===== config.mk =====
export PLATFORM = sky130hd
export DESIGN_NAME = mem_arbiter
export DESIGN_NICKNAME = d
export VERILOG_FILES = /design/src/rtl/cpu_types_pkg.sv /design/src/rtl/mem_arb_fairness.sv /design/src/rtl/mem_arbiter.sv
export SDC_FILE = /design/constraint.sdc
export NUM_CORES = 1
export LEC_CHECK = 0
export CAP_MARGIN = 0
export CELL_PAD_IN_SITES_DETAIL_PLACEMENT = 0
export CELL_PAD_IN_SITES_GLOBAL_PLACEMENT = 2
export CORE_MARGIN = 2
export CORE_UTILIZATION = 10
export CTS_CLUSTER_DIAMETER = 100
export CTS_CLUSTER_SIZE = 16
export DETAILED_ROUTE_END_ITERATION = 8
export MAX_ROUTING_LAYER = met4
export PLACE_DENSITY_LB_ADDON = 0.1
export SLEW_MARGIN = 20
export SYNTH_ARGS = -nofsm -noshare
export SYNTH_HDL_FRONTEND = slang
export SYNTH_SLANG_ARGS = --single-unit
export TNS_END_PERCENT = 10

===== constraint.sdc =====
create_clock -name CLK -period 1.6 [get_ports CLK]
set_input_delay 0.16 -clock CLK [delete_from_list [all_inputs] [get_ports CLK]]
set_output_delay 0.16 -clock CLK [all_outputs]
set_load 0.05 [all_outputs]

===== src/rtl/cpu_types_pkg.sv =====
// Shared CPU types: the machine word, RAM handshake state and arbiter grant state.
// Also holds the saturating streak increment used by the optional fairness logic.
package cpu_types_pkg;

  typedef logic [31:0] word_t;

  typedef enum logic [1:0] {
    FREE   = 2'd0,
    BUSY   = 2'd1,
    ACCESS = 2'd2,
    ERROR  = 2'd3
  } ramstate_t;

  typedef enum logic [1:0] {
    IDLE = 2'd0,
    IGNT = 2'd1,
    DGNT = 2'd2
  } arb_state_t;

  localparam int STREAK_W = 4;

  function automatic logic [STREAK_W-1:0] streak_inc(input logic [STREAK_W-1:0] s);
    return (s == {STREAK_W{1'b1}}) ? s : s + 1'b1;
  endfunction

endpackage


===== src/rtl/mem_arb_fairness.sv =====
// Streak counter of data completions seen while an instruction fetch waits;
// asserts force_i once the streak reaches STREAK_MAX so the fetch gets a turn.
module mem_arb_fairness
  import cpu_types_pkg::*;
#(
  parameter int STREAK_MAX = 4
) (
  input  logic CLK,
  input  logic RST,
  input  logic iREN,
  input  logic d_done,
  input  logic i_done,
  output logic force_i
);

  logic [STREAK_W-1:0] streak;

  always_ff @(posedge CLK) begin
    if (RST) begin
      streak <= '0;
    end else if (i_done) begin
      streak <= '0;
    end else if (d_done) begin
      streak <= iREN ? streak_inc(streak) : '0;
    end
  end

  assign force_i = iREN && (streak >= STREAK_W'(STREAK_MAX));

endmodule


===== src/rtl/mem_arbiter.sv =====
// Single-port RAM arbiter between instruction fetch and data ports; data has priority.
// Optional fetch-starvation guard enabled by defining MEM_ARB_FAIRNESS_EN.
module mem_arbiter
  import cpu_types_pkg::*;
#(
  parameter int STREAK_MAX = 4
) (
  input  logic      CLK,
  input  logic      RST,
  input  logic      iREN,
  input  word_t     iaddr,
  output logic      iwait,
  output word_t     iload,
  input  logic      dREN,
  input  logic      dWEN,
  input  word_t     daddr,
  input  word_t     dstore,
  output logic      dwait,
  output word_t     dload,
  output logic      ramREN,
  output logic      ramWEN,
  output word_t     ramaddr,
  output word_t     ramstore,
  input  word_t     ramload,
  input  ramstate_t ramstate,
  output logic      arb_err
);

  arb_state_t state, next;
  logic       d_req;
  logic       force_i;

  assign d_req = dREN | dWEN;

`ifdef MEM_ARB_FAIRNESS_EN
  logic d_done, i_done;

  assign d_done = (state == DGNT) && d_req && (ramstate == ACCESS);
  assign i_done = (state == IGNT) && iREN && (ramstate == ACCESS);

  mem_arb_fairness #(
    .STREAK_MAX(STREAK_MAX)
  ) u_fairness (
    .CLK    (CLK),
    .RST    (RST),
    .iREN   (iREN),
    .d_done (d_done),
    .i_done (i_done),
    .force_i(force_i)
  );
`else
  // STREAK_MAX is legal only in 1..15, so strict priority never forces a fetch.
  assign force_i = (STREAK_MAX == 0);
`endif

  always_ff @(posedge CLK) begin
    if (RST) begin
      state <= IDLE;
    end else begin
      state <= next;
    end
  end

  always_comb begin
    next     = state;
    ramREN   = 1'b0;
    ramWEN   = 1'b0;
    ramaddr  = '0;
    ramstore = '0;
    iwait    = iREN;
    dwait    = d_req;
    iload    = '0;
    dload    = '0;
    arb_err  = 1'b0;
    case (state)
      IDLE: begin
        if (force_i) begin
          next = IGNT;
        end else if (d_req) begin
          next = DGNT;
        end else if (iREN) begin
          next = IGNT;
        end
      end
      IGNT: begin
        ramREN  = 1'b1;
        ramaddr = iaddr;
        // A withdrawn request abandons the access without completing it.
        if (!iREN) begin
          next = IDLE;
        end else if (ramstate == ACCESS) begin
          iwait = 1'b0;
          iload = ramload;
          next  = IDLE;
        end else if (ramstate == ERROR) begin
          iwait   = 1'b0;
          arb_err = 1'b1;
          next    = IDLE;
        end
      end
      DGNT: begin
        ramaddr  = daddr;
        ramstore = dstore;
        ramWEN   = dWEN;
        ramREN   = dREN & ~dWEN;
        if (!d_req) begin
          next = IDLE;
        end else if (ramstate == ACCESS) begin
          dwait = 1'b0;
          dload = ramload;
          next  = IDLE;
        end else if (ramstate == ERROR) begin
          dwait   = 1'b0;
          arb_err = 1'b1;
          next    = IDLE;
        end
      end
      default: next = IDLE;
    endcase
  end

endmodule


* After elaboration in Yosys (flattened, before gate mapping) *
Index checks and enable logic that the tools add are counted.

word-level totals
  register bits = 2
  word-level logic and storage cells = 37
  bits in writable memories = 0
  input port bits = 135
  latch bits = 0
  memory bits (read-only) = 0
  memories kept = 0

operators by class
  add/subtract/negate cells = 0
  muxes and demuxes = 27
  bitwise gates (word level) = 3
  equal/unequal tests = 5
  reduce and logical (&&, ||, !) cells = 1
  multipliers = 0
  shift-type cells = 0
  order comparisons = 0
  divide/modulo/power cells = 0

operators by type and width
  cell                count
  $mux 32             6
  $pmux 32 s2         1
  $mux 2              6
  $mux 1              11
  $eq 2x2->1 const B  3
  $pmux 2 s3          1
  $pmux 1 s2          2
  $ne 3x3->1 const B  1
  $eq 2x1->1 const B  1
  $logic_not 2->1     1
  $and 1x1->1         1
  $not 1->1           1
  $or 1x1->1          1

* Depth between registers and ports, before layout *
  word-level depth = 5
  mapped depth = 7

* Worst setup path after synthesis *
No wires, ideal clock.

  path type = flip-flop to output port
  start = register state[0]
  end = output ramaddr[10]
  arrival = 1.723 ns
  stages on the path, launching flop included = 5
  buffers on the path = 1
  data required time = 1.440 ns
  slack = -0.283 ns
  cells stage by stage = dfxtp_1 > inv_1 > ha_1 > clkbuf_1 > nor2b_1

between the ends
  longest elaborated chain between the ends = 2

ends and longest elaborated chain
  element                                          line               source
  from (decl)                                      mem_arbiter.sv:29  arb_state_t state, next;
  from (signal assigned)                           mem_arbiter.sv:60  state <= next;
  $eq 2x2->1 / $eq 2x1->1 (equally long branches)  mem_arbiter.sv:75  case (state)
  $pmux 32 s2 *                                    mem_arbiter.sv:75
  to (decl)                                        mem_arbiter.sv:22  output word_t ramaddr,

Mark *: on every way between the ends. The rest lies on a longest branch, timed or not.

* Final worst setup path *
  start = register state[0]
  end = output dload[13]

between the ends
  longest elaborated chain between the ends = 2

ends and longest elaborated chain
  element     line               source
  $eq 2x2->1  mem_arbiter.sv:75
  $mux 32     mem_arbiter.sv:75
  to (decl)   mem_arbiter.sv:19  output word_t dload,

Every way passes these cells.

==> run_results.csv <==
group,metric,value,unit
sta,fmax,585,MHz
sta,finalCritPeriodShare,107,%
place,port_buffers,267,
logic_synthesis,synth_edf_count,0,
sta,setup_viol,126,
sta,fin_ws,-108,ps
logic_synthesis,synth-main-ff-cell,"dfxtp_1",
routing,wl_met3,632,µm
floorplanning,pin_count,268,
power_and_ir_drop,total_power,2.72,mW
final_layout,syn_to_final_growth,363,%
routing,wl_met1,3960,µm
final_layout,reg_top3,"state x2",
logic_synthesis,ys_ff_latch,2,
floorplanning,die_w,127,µm
final_layout,n_antenna_cell,0,
routing,dr_total_vias,2796,
setup_path,path_max_fanout,11,
logic_synthesis,synth_cells,221,
logic_synthesis,yosys.area_share.xor_xnor,0,%
floorplanning,die-area,0.0161,mm²
power_and_ir_drop,ir_worst_vdd,0.240,mV
sta,rsz0062_at_grt,"yes",
logic_synthesis,syn_area,0.00151,mm²
clock_network,cts_buffers,3,
clock_network,hold_buffers,0,
run_status,status,"complete, but fails checks",
logic_synthesis,yosysSeqAreaShare,2.65,%
logic_synthesis,synth_top_family_by_area,"simple AND/OR/NAND/NOR gates",
setup_path,worstSetupStartpoint,"state[0]",
routing,final_antenna_net_count,0,
grt,grt_max_degree,47,
logic_synthesis,yosysTopAreaCell,"and3_1",
logic_synthesis,yosysMostFrequentCell,"and3_1",
final_layout,top_register,"state",
grt,antenna_found_initial,0,
clock_network,ctsHtreeMaxLevel,1,
logic_synthesis,avgSynthCellArea,6.84,µm²
sta,period_minus_slack,1710,ps
logic_synthesis,synth_fa_ha_area_share,3.31,%
logic_synthesis,ys_types,26,
clock_network,clock-sinks,2,
logic_synthesis,synth_mux_area_share,0,%
logic_synthesis,yosysTopAreaCellShare,24.8,%
floorplanning,core.rowCount,44,
routing,wl_per_cell,16.6,µm
sta,relSlewSlack,77.9,%
floorplanning,initial_core_util,10.3,%
run,maxCapViolCount,0,
routing,wl_met2,6610,µm
worst_hold_path,holdCritStartpoint,"state[1]",
routing,viasPerCell,4.12,
clock_network,cts_root_buf,"clkbuf_16",
sta,final_hold_viol_count,0,
setup_path,path_cells,"inv_4, ha_4, o21a_4, buf_6, buf_16, and3_4, buf_12",
routing,drt_wl_total,11300,µm
clock_network,insertion_delay,220,ps
place,place_hpwl,8430,µm
sta,slew_viol_final,0,
setup_path,crit_type,"register to output port",
place,dpl-instance-area,0.00587,mm²
final_layout,final_area,0.00701,mm²
power_and_ir_drop,p_leak,2.60,nW
logic_synthesis,netlist_top_cells_area,"and3_1 (25%), a22oi_1 (16%), and2_1 (14%)",
final_layout,largest_register_ff_count,2,
final_layout,fin_util,47.9,%
routing,drc_errors,0,
floorplanning,coreArea,0.0146,mm²
clock_network,path_clk_slew,30,ps
routing,highest_layer,"met4",
floorplanning,fp.dieH,127,µm
setup_path,cp-start-kind,"register",
sta,fin_skew,1.06,ps
grt,grt.total_usage,13.6,%
grt,grt_overflow,0,
routing,dr.pass1.iters,4,
grt,grt_pass1_vias,3063,
setup_path,r2r-start,"state[0]",
final_layout,drive_gt1_share,68.3,%
logic_synthesis,synth_compound_area_share,20.7,%
logic_synthesis,async_flop_share,0,%
logic_synthesis,yosys.area_share.simple,58.5,%
grt,grt_pass1_wl,16900,µm
final_layout,nets,636,
logic_synthesis,synth.net_count,360,
place,place_congestion,0.784,
logic_synthesis,yosysWarnings,0,
sta,worstMarginPinSlew,330,ps
setup_path,crit_path_end_kind,"output port",
logic_synthesis,yosys-top-cells-count,"and3_1 (60), and2_1 (34), nor2b_1 (33)",
setup_path,required,1440,ps
setup_path,worstPathArrival,1550,ps
setup_path,slowest_stage,"dfxtp_4",
clock_network,cts_tree,"yes",
worst_hold_path,hold_class,"register to register",
sta,finalSetupTns,-9160,ps
setup_path,cpPeakStageDelay,350,ps
power_and_ir_drop,powerDensity,388,mW/mm²
routing,initialDrtViolationCount,33,
run_status,violations,"negative setup slack",
clock_network,ctsLongestPathBuffers,2,
==> routing by layer <==
layer	vias up	global-route usage [%]
li1	1349	-
met1	1324	14.0
met2	118	27.5
met3	5	2.76
met4	0	1.29
met5	-	-
==> where the power goes <==
| group | switching, mW | leakage [nW] | internal [mW] |
|---|---|---|---|
| combinational | 1.00 | 2.54 | 1.27 |
| clock | 0.0659 | 0.0370 | 0.319 |
| sequential | 0.00741 | 0.0178 | 0.0538 |
| total | 1.07 | 2.60 | 1.64 |
==> what timing repair did <==
action	in CTS	in global routing
pin swaps	38	15
gates resized for setup	189	8
buffers inserted	5	1
setup endpoints to repair	128	129
gates cloned	4	2
==> metrics by stage <==
stage               cells  setup WS (ps)  hold WS [ps]
finish                679           -108           563
global route          679           -144           592
CTS                   676           -109           587
detailed placement    664          -24.5           569
global placement      664          -8.72           545
floorplan             221           -214           263
==> layout by cell type, fill, tap and decap left out, types with 2 or more instances in the layout <==
cell type,count
buf_12,142
clkdlybuf4s50_1,134
and3_4,64
nor2b_4,33
a22oi_2,32
and2_4,29
buf_4,9
and2_1,5
clkbuf_16,5
buf_16,5
buf_8,4
nor2_1,3
a32oi_1,3
ha_4,3
buf_6,3
inv_4,2
inv_1,2
o31ai_1,2
dfxtp_4,2
==> cell families after synthesis <==
| kind of cell | Yosys count |
|---|---|
| DFF | 2 |
| AOI/OAI and AO/OA | 42 |
| adders and majority gates | 4 |
| and+or+nand+nor | 141 |
| buffers and inverters | 32 |
==> cell type report <==
type,count,area (µm²)
Clock buffer,3,75.1
Fill cell,1347,7640
Inverter,4,20.0
Multi-Input combinational cell,187,2100
Sequential cell,2,47.5
Tap cell,184,230
Timing Repair Buffer,299,4530
==> final timing paths <==
path | endpoint | slack (ps) | cells after the start
max reg2reg | state[0] | 220 | 6
min | state[1] | 560 | 2
min reg2reg | state[1] | 560 | 2
max | dload[13] | -110 | 7
==> worst max-delay path: cells and delay by family (launching register included) <==
kind	cells	cell delay (ps)
buf+inv	4	460
flops	1	350
simple gates	1	200
compound gates	1	160
fa+ha+maj	1	150
Note: power is estimated with default switching activity, not from simulation.
